$ cat config.mk
export PLATFORM = sky130hd
export DESIGN_NAME = vrf_wb_arbiter
export DESIGN_NICKNAME = d
export VERILOG_FILES = /design/src/rtl/vrf_pkg.sv /design/src/rtl/rr_arb2.sv /design/src/rtl/vrf_wb_arbiter.sv
export SDC_FILE = /design/constraint.sdc
export NUM_CORES = 1
export LEC_CHECK = 0
export CORE_AREA = 3 3 314 316
export DETAILED_ROUTE_END_ITERATION = 10
export DIE_AREA = 0 0 317 319
export PLACE_DENSITY = 0.46
export SKIP_LAST_GASP = 1
export SLEW_MARGIN = 10
export SYNTH_ARGS = -nofsm -noshare
export SYNTH_HDL_FRONTEND = slang
export SYNTH_SLANG_ARGS = --single-unit
export TNS_END_PERCENT = 5
$ cat constraint.sdc
create_clock -name clk -period 18 [get_ports clk]
set_clock_uncertainty 0.05 [all_clocks]
set_input_delay 3.6 -clock clk [delete_from_list [all_inputs] [get_ports clk]]
set_output_delay 3.6 -clock clk [all_outputs]
set_load 0.01 [all_outputs]
$ cat src/rtl/vrf_pkg.sv
// Shared vector register-file constants, the arbitration-pointer type and address helpers.
package vrf_pkg;
  localparam int VLEN    = 256;
  localparam int VADDR_W = 5;
  localparam int NVREG   = 16;
  localparam logic [VADDR_W-1:0] VRF_BASE = 5'h10;

  typedef enum logic {PRI_ALU = 1'b0, PRI_MEM = 1'b1} rr_pri_t;

  // Offsets are formed one bit wider so that base+15 may exceed 5'h1F without wrapping.
  function automatic logic vrf_in_range(input logic [VADDR_W-1:0] addr,
                                        input logic [VADDR_W-1:0] base);
    logic [VADDR_W:0] off;
    off = {1'b0, addr} - {1'b0, base};
    return ({1'b0, addr} >= {1'b0, base}) && (off < (VADDR_W+1)'(NVREG));
  endfunction

  function automatic logic [3:0] vrf_index(input logic [VADDR_W-1:0] addr,
                                           input logic [VADDR_W-1:0] base);
    logic [VADDR_W-1:0] off;
    off = addr - base;
    return off[3:0];
  endfunction
endpackage

$ cat src/rtl/rr_arb2.sv
// Two-requester round-robin arbiter; req[0]/gnt[0] is the ALU, req[1]/gnt[1] the load unit.
module rr_arb2
  import vrf_pkg::*;
(
  input  logic       clk,
  input  logic       rst,
  input  logic [1:0] req,
  output logic [1:0] gnt
);
  rr_pri_t r_pri;
  rr_pri_t w_pri_nxt;

  // Grants are suppressed during reset; any grant is a transfer, so the pointer moves on it.
  always_comb begin
    gnt       = 2'b00;
    w_pri_nxt = r_pri;
    if (!rst) begin
      if (req == 2'b11) gnt = (r_pri == PRI_ALU) ? 2'b01 : 2'b10;
      else              gnt = req;
    end
    if (gnt[0])      w_pri_nxt = PRI_MEM;
    else if (gnt[1]) w_pri_nxt = PRI_ALU;
  end

  always_ff @(posedge clk or posedge rst) begin
    if (rst) r_pri <= PRI_ALU;
    else     r_pri <= w_pri_nxt;
  end
endmodule

$ cat src/rtl/vrf_wb_arbiter.sv
// Vector register-file write-back arbiter: merges ALU and load-unit writes onto one port
// and tracks pending destination registers as a scoreboard.
module vrf_wb_arbiter
  import vrf_pkg::*;
#(
  parameter int         VLEN     = vrf_pkg::VLEN,
  parameter logic [4:0] VRF_BASE = vrf_pkg::VRF_BASE
) (
  input  logic            clk,
  input  logic            rst,
  input  logic            alu_valid,
  output logic            alu_ready,
  input  logic [4:0]      alu_addr,
  input  logic [VLEN-1:0] alu_data,
  input  logic            mem_valid,
  output logic            mem_ready,
  input  logic [4:0]      mem_addr,
  input  logic [VLEN-1:0] mem_data,
  input  logic            rsv_valid,
  input  logic [4:0]      rsv_addr,
  input  logic [4:0]      chk_addr,
  output logic            chk_busy,
  output logic [15:0]     busy,
  output logic            err,
  output logic            vwe3,
  output logic [4:0]      vwa3,
  output logic [VLEN-1:0] vwd3
);
  logic [1:0]      w_gnt;
  logic            w_xfer;
  logic            w_xfer_inr;
  logic [4:0]      w_xaddr;
  logic [VLEN-1:0] w_xdata;
  logic [3:0]      w_xidx;
  logic            w_rsv_inr;
  logic [3:0]      w_rsv_idx;
  logic [15:0]     w_clr;
  logic [15:0]     w_set;
  logic            w_rsv_err;
  logic [15:0]     w_busy_nxt;

  logic            r_vwe;
  logic [4:0]      r_vwa;
  logic [VLEN-1:0] r_vwd;
  logic [15:0]     r_busy;
  logic            r_err;

  rr_arb2 u_arb (
    .clk (clk),
    .rst (rst),
    .req ({mem_valid, alu_valid}),
    .gnt (w_gnt)
  );

  assign alu_ready  = w_gnt[0];
  assign mem_ready  = w_gnt[1];
  assign w_xfer     = |w_gnt;
  assign w_xaddr    = w_gnt[1] ? mem_addr : alu_addr;
  assign w_xdata    = w_gnt[1] ? mem_data : alu_data;
  assign w_xfer_inr = w_xfer && vrf_in_range(w_xaddr, VRF_BASE);
  assign w_xidx     = vrf_index(w_xaddr, VRF_BASE);
  assign w_rsv_inr  = vrf_in_range(rsv_addr, VRF_BASE);
  assign w_rsv_idx  = vrf_index(rsv_addr, VRF_BASE);

  // A reservation landing on a register retiring at the same edge is a fresh reservation, not WAW.
  always_comb begin
    w_clr     = '0;
    w_set     = '0;
    w_rsv_err = 1'b0;
    if (w_xfer_inr) w_clr[w_xidx] = 1'b1;
    if (rsv_valid) begin
      if (!w_rsv_inr)                                  w_rsv_err = 1'b1;
      else if (r_busy[w_rsv_idx] && !w_clr[w_rsv_idx]) w_rsv_err = 1'b1;
      else                                             w_set[w_rsv_idx] = 1'b1;
    end
    w_busy_nxt = (r_busy & ~w_clr) | w_set;
  end

  always_ff @(posedge clk or posedge rst) begin
    if (rst) begin
      r_vwe  <= 1'b0;
      r_vwa  <= '0;
      r_vwd  <= '0;
      r_busy <= '0;
      r_err  <= 1'b0;
    end else begin
      r_vwe  <= w_xfer_inr;
      r_busy <= w_busy_nxt;
      r_err  <= (w_xfer && !w_xfer_inr) || w_rsv_err;
      if (w_xfer_inr) begin
        r_vwa <= w_xaddr;
        r_vwd <= w_xdata;
      end
    end
  end

  assign vwe3     = r_vwe;
  assign vwa3     = r_vwa;
  assign vwd3     = r_vwd;
  assign busy     = r_busy;
  assign err      = r_err;
  assign chk_busy = vrf_in_range(chk_addr, VRF_BASE) ? r_busy[vrf_index(chk_addr, VRF_BASE)] : 1'b0;
endmodule
After elaboration in Yosys (flattened, before gate mapping)

Index checks and enable logic that the tools add are counted.

Register bits: 280
Output and inout port bits: 282
Logic and storage cells: 65

Add/sub/neg operators: 6
Magnitude comparators: 11
Equality and inequality tests: 1
Mux-type cells: 25
Bitwise operators: 3
Reduce and logical (&&, ||, !) cells: 13

Operator list:

| kind                                                                                | count |
|---|---|
| 256-bit two-way mux                                                                 | 1 |
| 16-bit two-way mux                                                                  | 4 |
| 6-bit by 5-bit less-than comparator with 1-bit output, second input constant        | 3 |
| 5-bit by 5-bit subtractor with 6-bit output, second input constant                  | 3 |
| 16-bit AND                                                                          | 1 |
| 16-bit NOT                                                                          | 1 |
| 16-bit OR                                                                           | 1 |
| 5-bit greater-or-equal comparator, second input constant                            | 3 |
| 4-bit by 5-bit less-than comparator with 1-bit output, second input constant        | 3 |
| 1-bit binary-select mux with 4-bit select                                           | 3 |
| 4-bit by 1-bit subtractor with 4-bit output, second input constant                  | 3 |
| 1-bit two-way mux                                                                   | 11 |
| 1-bit demux with 4-bit select                                                       | 2 |
| 4-bit by 1-bit greater-or-equal comparator with 1-bit output, second input constant | 2 |
| 1-bit logical AND                                                                   | 8 |
| 2-bit two-way mux                                                                   | 3 |
| 5-bit two-way mux                                                                   | 1 |
| 2-bit == test, second input constant                                                | 1 |
| 1-bit zero test                                                                     | 2 |
| 2-bit nonzero test                                                                  | 1 |
| 2-bit OR reduction                                                                  | 1 |
| 1-bit logical OR                                                                    | 1 |

Logic depth before layout (Yosys ltp)

Gate-level depths: netlist of run 1.

Depth after elaboration: 18
Depth in mapped cells: 9
Mapped depth without buffers: 5

Hierarchy

A second synthesis of run 1 with hierarchy kept.

Cells, all modules: 1254
Area, all modules: 13166.4 um^2

Modules (own cells, without submodules):

| module         | instances | cells each | area an instance (um^2) | seq. area each (um^2) |
|---|---|---|---|---|
| vrf_wb_arbiter | 1         | 1245       | 13087.6                 | 6981.7 |
| rr_arb2        | 1         | 9          | 78.8                    | 25.0 |

Worst setup path after synthesis of run 1

Ideal clock, no wire load.

Path kind: input to register
From: input port rst
To: register r_busy[10], in the netlist busy[10]
Setup time: 141 ps
Data arrival time: 11040 ps
Setup slack: 6768 ps
Stages on the path: 5
Buffers on the path: 1
Cell sequence: buf_2 -> inv_1 -> o211ai_1 -> o31ai_1 -> o31ai_1

Longest elaborated chain between the ends: 16

RTL lines:

| element                                                                                                                                                            | RTL line             | RTL |
|---|---|---|
| start: declaration                                                                                                                                                 | vrf_wb_arbiter.sv:10 | `input logic rst,` |
| 2-bit two-way mux (*)                                                                                                                                              | rr_arb2.sv:17        | `if (!rst) begin` |
| 5-bit two-way mux                                                                                                                                                  | vrf_wb_arbiter.sv:58 | `assign w_xaddr = w_gnt[1] ? mem_addr : alu_addr;` |
| 4-bit by 1-bit subtractor with 4-bit output                                                                                                                        | vrf_pkg.sv:21        | `off = addr - base;` |
| 4-bit by 5-bit less-than comparator with 1-bit output (not written as such) / 4-bit by 1-bit greater-or-equal comparator with 1-bit output (equally long branches) | vrf_wb_arbiter.sv:70 | `if (w_xfer_inr) w_clr[w_xidx] = 1'b1;` |
| 1-bit logical AND (not written as such)                                                                                                                            | vrf_wb_arbiter.sv:70 |  |
| 1-bit two-way mux (not written as such)                                                                                                                            | vrf_wb_arbiter.sv:70 |  |
| 1-bit demux with 4-bit select                                                                                                                                      | vrf_wb_arbiter.sv:70 |  |
| 16-bit two-way mux (*)                                                                                                                                             | vrf_wb_arbiter.sv:70 |  |
| 1-bit binary-select mux with 4-bit select                                                                                                                          | vrf_wb_arbiter.sv:73 | `else if (r_busy[w_rsv_idx] && !w_clr[w_rsv_idx]) w_rsv_err = 1'b1;` |
| 1-bit two-way mux (not written as such)                                                                                                                            | vrf_wb_arbiter.sv:73 |  |
| 1-bit zero test                                                                                                                                                    | vrf_wb_arbiter.sv:73 |  |
| 1-bit logical AND                                                                                                                                                  | vrf_wb_arbiter.sv:73 |  |
| 16-bit two-way mux                                                                                                                                                 | vrf_wb_arbiter.sv:73 |  |
| 16-bit two-way mux                                                                                                                                                 | vrf_wb_arbiter.sv:72 | `if (!w_rsv_inr) w_rsv_err = 1'b1;` |
| 16-bit two-way mux                                                                                                                                                 | vrf_wb_arbiter.sv:71 | `if (rsv_valid) begin` |
| 16-bit OR (*)                                                                                                                                                      | vrf_wb_arbiter.sv:76 | `w_busy_nxt = (r_busy & ~w_clr) \| w_set;` |
| named net w_busy_nxt[10]                                                                                                                                           | vrf_wb_arbiter.sv:40 | `logic [15:0] w_busy_nxt;` |
| end signal: assignment                                                                                                                                             | vrf_wb_arbiter.sv:88 | `r_busy <= w_busy_nxt;` |
| end: declaration                                                                                                                                                   | vrf_wb_arbiter.sv:45 | `logic [15:0] r_busy;` |

Mark *: on every way through the listed nets, which the timed path passes. The rest lies on a longest branch. The select of a mux whose other input is x is not followed.
A chain may end at the register's enable or synchronous reset.

Final worst setup path of run 1

From: input port rst
To: output port mem_ready

Longest elaborated chain between the ends: 1

RTL lines:

| element           | RTL line             | RTL |
|---|---|---|
| 2-bit two-way mux | rr_arb2.sv:17        |  |
| end: declaration  | vrf_wb_arbiter.sv:16 | `output logic mem_ready,` |

No other way between the ends.

==> results of run 1 <==
[registers in the layout (all words and copies together), names as in the netlist]
register,cells
vwd3,256
busy,16
vwa3,5
err,1
u_arb.r_pri,1
vwe3,1
[worst max-delay path by stage]
stage	end	slack, ps	cells past startpoint
2_1_floorplan	busy[0]$_DFF_PP0_	6370	2
3_3_place_gp	mem_ready	7780	5
3_5_place_dp	mem_ready	7790	5
4_1_cts	mem_ready	7800	5
5_1_grt	mem_ready	7600	5
6_report	mem_ready	7800	5
[synth_stat cells (7+ instances only)]
library cell / instances
clkbuf_1: 59
mux4_2: 10
o211ai_1: 8
nand2b_1: 7
a31oi_1: 258
o31ai_1: 20
dfrtp_1: 280
o21ai_0: 10
nand2_1: 525
nor2_1: 267
buf_1: 8
buf_2: 53
[metrics by stage]
| step | worst slack (ps) | instance area (sq um) |
|---|---|---|
| floorplan | 6370 | 13200 |
| global placement | 7780 | 22600 |
| detailed placement | 7790 | 22600 |
| CTS | 7800 | 23900 |
| global route | 7600 | 23900 |
| finish | 7800 | 23900 |
[layer usage]
| layer | up-vias | part of all wire | track usage |
|---|---|---|---|
| met5 | - | 0 | 0 |
| met4 | 0 | 0.035 | 0.0483 |
| met3 | 93 | 0.090 | 0.0410 |
| met2 | 535 | 0.48 | 0.209 |
| met1 | 6721 | 0.40 | 0.146 |
| li1 | 6861 | - | - |
[where the power goes]
part / total, uW / switching, uW / leakage, uW / internal [uW]
sequential: 889 / 103 / 0.00312 / 785
clock: 795 / 314 / 0.000648 / 481
combinational: 874 / 393 / 0.00551 / 481
total: 2560 / 810 / 0.00928 / 1750
[logic make-up after synthesis]
group / synth area share
xor+xnor: 0.00265
mux: 0.0187
simple gates: 0.246
flops: 0.531
compound gates: 0.160
buf+inv: 0.0418
[area by class of cell]
cell class                 instances  share of cell area
clock inverter                     8             0.00288
tap                             1276              0.0668
antenna                            5            0.000523
inverter                           5             0.00141
clock buffer                      60              0.0513
multi-input combinational       1168               0.237
sequential                       280               0.293
timing repair buffer             832               0.347
==> impl_metrics.ini, run 1 <==
[worst_hold_path]
worstHoldPathCells = 1
min_from = vwa3[4]$_DFFE_PP0P_
hp-class = reg -> reg
holdPathEnd = vwa3[4]$_DFFE_PP0P_

[die]
pin_count = 819
rows = 114
coreArea_sq_mm = 0.0963
initial_core_util = 0.137
dieArea_sq_mm = 0.101
die_w_um = 317
die_h_um = 319

[global_routing]
track_usage = 0.125
antenna_found_initial = 6
grt_pass1_vias = 14213
grt_pass1_wl_um = 95200
grt_overflow = 0
grt_max_degree = 119

[worst_setup_path]
crit_required_ps = 14350
crit_path_max_fanout = 69
r2r-end = vwd3[90]$_DFFE_PP0P_
end_kind = primary output
crit_start = rst
crit_buf_inv = 3
crit_top_cell = clkdlybuf4s50_1
reg2reg_from = u_arb.r_pri$_DFFE_PP0P_
slowest_delay_ps = 730
path_cells = clkdlybuf4s50_1 > nor2b_2 > nand2_8 > inv_8 > clkdlybuf4s50_1
worst_path_dominant_cell_family = buffers and inverters
cp-start-kind = input port
rrSetupSlack_ps = 13510
cp_slowest_cell = clkdlybuf4s50_1
worst-endpoint-arrival_ps = 6550
critPathKind = in -> out
rr_worst_depth = 8

[cts]
cts_resized = 0
ctsHtreeMaxLevel = 2
cts_tree = yes
clk_latency_ps = 560
clock-root-buffer = clkbuf_16
post-cts-setup-buffers = 0
cts_buffers = 39
ctsHoldBuffers = 0
cts_buffer_depth = 3
cts_sinks = 280
path_clk_slew_ps = 50

[synth]
syn_area_sq_mm = 0.0132
yosys_most_used_dff = dfrtp_1
synth_area_leaders = dfrtp_1, nand2_1, a31oi_1, nor2_1, buf_2
ys_types = 54
seq_area_frac_synth = 0.531
avgSynthCellArea_sq_um = 8.38
async_reset_ff_frac = 1.00
synth_area_leader_cell = dfrtp_1
ys_ff_latch = 280
yosysWarningCount = 0
syn_nets = 2112
synth_edf_count = 0
syn-instance-count = 1575
yosys.area.top_type_share = 0.531

[detailed_routing]
drc_errors = 0
ant_nets = 0
wl_per_cell_um = 18.3
routed_via_density = 3.91
drt_iter0_markers = 719
first_pass_iters = 5
drt_wl_total_um = 66600
vias = 14210

[timing]
slew_viol_final = 0
fmax_ghz = 0.0980
finalHoldViolCount = 0
rsz0062_at_grt = no
relSlewSlack = 0.392
fin_crit_sh = 0.567
fin_crit_ps = 10200
tightest_slew_ps = 912
setup_tns_ps = 0
setup_violations = 0
hold_ws_ps = 420

[placement]
dp_hpwl_um = 49500
place_congestion = 0.807
portBuffers = 818
dp.cells = 3561

[power]
p_per_area_mw_per_mm2 = 107
total_power_uw = 2560
p_leak_uw = 0.00928
vdd_ir_drop_max_uv = 56.1

[finish]
fillerInstances = 10549
final_core_util = 0.248
drive_above_1_share = 0.0442
mostFrequentLayoutCell = clkdlybuf4s50_1
syn2layout_area_growth_pct = 81.2
final_nets = 2863
regArea_sq_mm = 0.00701
fin_cells = 3634
final_cell_mix = clkdlybuf4s50_1, nand2_1, dfrtp_1, nor2_1, a31oi_1
multi_input_area_sq_mm = 0.00565

[run_status]
status = finished clean

[run]
maxCapViolCount = 0
Power figures use the tool's default switching activity.
==> inputs of run 2 (changes only) <==
--- a/config.mk
+++ b/config.mk
@@ -5,9 +5,9 @@
 export SDC_FILE = /design/constraint.sdc
 export NUM_CORES = 1
 export LEC_CHECK = 0
-export CORE_AREA = 3 3 314 316
+export CORE_AREA = 3 3 321 323
 export DETAILED_ROUTE_END_ITERATION = 10
-export DIE_AREA = 0 0 317 319
+export DIE_AREA = 0 0 324 326
 export PLACE_DENSITY = 0.46
 export SKIP_LAST_GASP = 1
 export SLEW_MARGIN = 10
==> constraint.sdc (replaced) <==
create_clock -name clk -period 8.29 [get_ports clk]
set_clock_uncertainty 0.05 [all_clocks]
set_input_delay 1.658 -clock clk [delete_from_list [all_inputs] [get_ports clk]]
set_output_delay 1.658 -clock clk [all_outputs]
set_load 0.01 [all_outputs]
==> run 2 against run 1 <==
Final area barely moved; combinational power rose by 120%; non-clock buffer count rose by 3; critical path type unchanged.
==> impl_metrics.ini, run 2 (synthesis results as in run 1) <==
[run_status]
status = finished clean

[run]
maxCapViolCount = 0

[finish]
syn2layout_area_growth_pct = 81.3
mostFrequentLayoutCell = clkdlybuf4s50_1
largest_reg_flops = 256
final_nets = 2867
final_cell_mix = clkdlybuf4s50_1, nand2_1, dfrtp_1, nor2_1, a31oi_1
fin_area_sq_mm = 0.0239
drive_above_1_share = 0.0425

[timing]
fin_crit_sh = 0.750
rsz0062_at_grt = no
fmax_ghz = 0.161
setup_violations = 0
relSlewSlack = 0.322
finalHoldViolCount = 0
tightest_slew_ps = 1020
fin_crit_ps = 6210
setup_tns_ps = 0
slew_viol_final = 0
hold_ws_ps = 409

[die]
rows = 116
pin_count = 819
die_w_um = 324
coreArea_sq_mm = 0.100
initial_core_util = 0.132
dieArea_sq_mm = 0.106
die_h_um = 326

[detailed_routing]
drt_wl_total_um = 68200
ant_nets = 0
first_pass_iters = 6
drc_errors = 0
wl_per_cell_um = 18.7
drt_iter0_markers = 843
vias = 14152
routed_via_density = 3.88

[worst_setup_path]
worst-endpoint-arrival_ps = 4510
critPathKind = in -> out
crit_path_max_fanout = 70
rrSetupSlack_ps = 4760
end_kind = primary output
cp-start-kind = input port
crit_required_ps = 6580

[power]
p_leak_uw = 0.00926
p_per_area_mw_per_mm2 = 230
vdd_ir_drop_max_uv = 106

[cts]
cts_buffers = 40
cts_sinks = 280
cts_tree = yes
cts_buffer_depth = 3
clk_latency_ps = 550
ctsHoldBuffers = 0
post-cts-setup-buffers = 0
ctsHtreeMaxLevel = 2
clock-root-buffer = clkbuf_16
path_clk_slew_ps = 60
cts_resized = 0

[global_routing]
grt.busiest_layer = met2
grt_pass1_vias = 13908
antenna_found_initial = 4
track_usage = 0.123
grt_max_degree = 171
grtUsageMet2 = 0.210
gr-usage-met3 = 0.0486
grt_use_met1 = 0.141
grt_overflow = 0
grt_pass1_wl_um = 96800

[placement]
place_congestion = 0.813
portBuffers = 818
placed_area_sq_mm = 0.0227
dp_hpwl_um = 51300

[worst_hold_path]
hp-class = reg -> reg
-- run 2: per-layer routing --
| layer | share of wire | wire [um] | vias up |
|---|---|---|---|
| met5 | 0 | 0 | - |
| met4 | 0.024 | 1620 | 0 |
| met3 | 0.096 | 6520 | 77 |
| met2 | 0.49 | 33400 | 540 |
| met1 | 0.39 | 26700 | 6668 |
| li1 | - | - | 6867 |
-- run 2: through the flow --
stage          setup WS, ps  total power (uW)  std cells  utilization
6_report               2080              5510       3652        0.239
5_1_grt                1880              5850       3651        0.239
4_1_cts                2050              5650       3649        0.239
3_5_place_dp           2050              3900       3586        0.226
3_3_place_gp           2110              3900       3586        0.226
2_1_floorplan          1030              2620       1575            -
-- run 2: area by class of cell --
cell class,instances,area (sq um)
Antenna cell,3,7.51
Clock buffer,58,1180
Clock inverter,5,52.6
Fill cell,10953,76200
Inverter,5,30.0
Multi-Input combinational cell,1168,5650
Sequential cell,280,7010
Tap cell,1298,1620
Timing Repair Buffer,835,8370
-- run 2: worst paths after layout --
path / to / start / depth (start not counted)
max: mem_ready / rst / 5
min: vwa3[4]$_DFFE_PP0P_ / vwa3[4]$_DFFE_PP0P_ / 1
max reg2reg: vwd3[152]$_DFFE_PP0P_ / u_arb.r_pri$_DFFE_PP0P_ / 7
min reg2reg: vwa3[4]$_DFFE_PP0P_ / vwa3[4]$_DFFE_PP0P_ / 1
max in group asynchronous: vwd3[55]$_DFFE_PP0P_ / rst / 4
min in group asynchronous: vwa3[0]$_DFFE_PP0P_ / rst / 2
-- run 2: worst max-delay path: stages --
cell	delay, ps
clkdlybuf4s50_1	700
nor2b_2	600
nand2_8	330
inv_8	460
clkdlybuf4s50_1	640
-- run 2: power breakdown --
| part | switching [uW] | internal, uW | leakage (uW) | total [uW] |
|---|---|---|---|---|
| clock | 667 | 1000 | 0.000605 | 1670 |
| combinational | 862 | 1050 | 0.00553 | 1910 |
| sequential | 224 | 1710 | 0.00312 | 1930 |
| total | 1750 | 3760 | 0.00926 | 5510 |
==> inputs of run 3 (changes only) <==
==> constraint.sdc (replaced) <==
create_clock -name clk -period 5.5 [get_ports clk]
set_clock_uncertainty 0.05 [all_clocks]
set_input_delay 1.1 -clock clk [delete_from_list [all_inputs] [get_ports clk]]
set_output_delay 1.1 -clock clk [all_outputs]
set_load 0.01 [all_outputs]
==> run 3 against run 2 <==
Via count decreased by 0.53%; clock power rose by 52%; non-clock buffer count is the same; combinational power is 52% higher; sequential cell count unchanged; die area unchanged; sequential share of layout area is 0.092 points lower; final area grew 0.31%; critical path type unchanged; largest power group unchanged.
==> impl_metrics.ini, run 3 (synthesis results as in run 1) <==
[worst_setup_path]
end_kind = primary output
rr_worst_depth = 5
crit_start = chk_addr[0]
cp-start-kind = input port
worst-endpoint-arrival_ps = 3380
reg2reg_from = u_arb.r_pri$_DFFE_PP0P_
crit_required_ps = 4350
crit_path_max_fanout = 4
critPathKind = in -> out

[die]
die_h_um = 326
dieArea_sq_mm = 0.106
pin_count = 819
die_w_um = 324
initial_core_util = 0.132
rows = 116
coreArea_sq_mm = 0.100

[timing]
slew_viol_final = 0
fin_crit_sh = 0.824
fin_crit_ps = 4530
rsz0062_at_grt = no
finalHoldViolCount = 0
relSlewSlack = 0.349
setup_violations = 0
fmax_ghz = 0.221
setup_ws_ps = 967
tightest_slew_ps = 976

[detailed_routing]
routed_via_density = 3.86
vias = 14077
first_pass_iters = 5
ant_nets = 0
drc_errors = 0
wl_per_cell_um = 18.8
drt_iter0_markers = 751
drt_wl_total_um = 68500

[power]
vdd_ir_drop_max_uv = 192
internal-power_uw = 5690
p_per_area_mw_per_mm2 = 348
p_seq_frac = 0.349
p_leak_uw = 0.00929
p_clk_frac = 0.305
p_sw_frac = 0.319
power_frac_comb = 0.347
p_switching_uw = 2660

[finish]
final_cell_mix = clkdlybuf4s50_1, nand2_1, dfrtp_1, nor2_1, a31oi_1
mostFrequentLayoutCell = clkdlybuf4s50_1
drive_above_1_share = 0.0417
fin_cells = 3651
syn2layout_area_growth_pct = 81.8
fin_area_sq_mm = 0.0240
final_core_util = 0.240
final_nets = 2865
largest_reg_flops = 256

[global_routing]
antenna_found_initial = 1
grt_max_degree = 157
track_usage = 0.123
grt_pass1_wl_um = 97600
grt_pass1_vias = 14228
grt_overflow = 0

[cts]
cts_resized = 0
clock-root-buffer = clkbuf_16
cts_sinks = 280
ctsHtreeMaxLevel = 2
cts_tree = yes
cts_buffer_depth = 3
cts_buffers = 38
path_clk_slew_ps = 50
post-cts-setup-buffers = 0
ctsHoldBuffers = 0
clk_latency_ps = 570

[placement]
placed_area_sq_mm = 0.0228
place_ws_ps = 945
dp.cells = 3586
dp_hpwl_um = 51000
portBuffers = 818
place_congestion = 0.796

[worst_hold_path]
hp-class = reg -> reg
min_from = vwa3[4]$_DFFE_PP0P_
worstHoldPathCells = 1

[run_status]
status = finished clean

[run]
maxCapViolCount = 0
==> run 3: path summary, 6_finish.rpt <==
path	end	slack [ps]
worst max-delay path	chk_busy	970
worst min-delay path	vwa3[4]$_DFFE_PP0P_	410
worst max register to register	busy[13]$_DFF_PP0_	2860
worst min register to register	vwa3[4]$_DFFE_PP0P_	410
max in group asynchronous	vwd3[107]$_DFFE_PP0P_	2750
min in group asynchronous	vwd3[5]$_DFFE_PP0P_	1340
==> run 3: critical path: stages <==
cell	delay, ps
clkdlybuf4s50_1	620
mux4_2	550
mux4_2	480
and2_1	170
clkdlybuf4s50_1	470
==> run 3: power groups by stage <==
stage / Combinational [uW] / Sequential (uW) / Clock [uW]
6_report: 2900 / 2910 / 2540
5_1_grt: 3130 / 2980 / 2730
3_3_place_gp: 2960 / 2930 / 0
4_1_cts: 2960 / 2920 / 2670
2_1_floorplan: 833 / 3120 / 0
3_5_place_dp: 2940 / 2950 / 0
==> run 3: per-stage QoR <==
step	power, uW	hold WS, ps	TNS (ps)
after floorplan	3950	454	-13710
after global placement	5890	396	0
after detailed placement	5890	407	0
after CTS	8550	419	0
after global routing	8840	470	0
final	8350	408	0
==> run 3: metal layers <==
layer,track usage,share of wire,vias to the layer above,routed length [um]
li1,-,-,6854,-
met1,0.141,0.39,6615,27000
met2,0.212,0.49,525,33300
met3,0.0426,0.089,83,6080
met4,0.0422,0.030,0,2080
met5,0,0,-,0
==> run 3: final cells by class <==
type	instances	area, sq um
Inverter	5	30.0
Multi-Input combinational cell	1168	5650
Antenna cell	2	5.00
Clock inverter	5	75.1
Sequential cell	280	7010
Clock buffer	58	1160
Fill cell	10955	76200
Timing Repair Buffer	835	8440
Tap cell	1298	1620
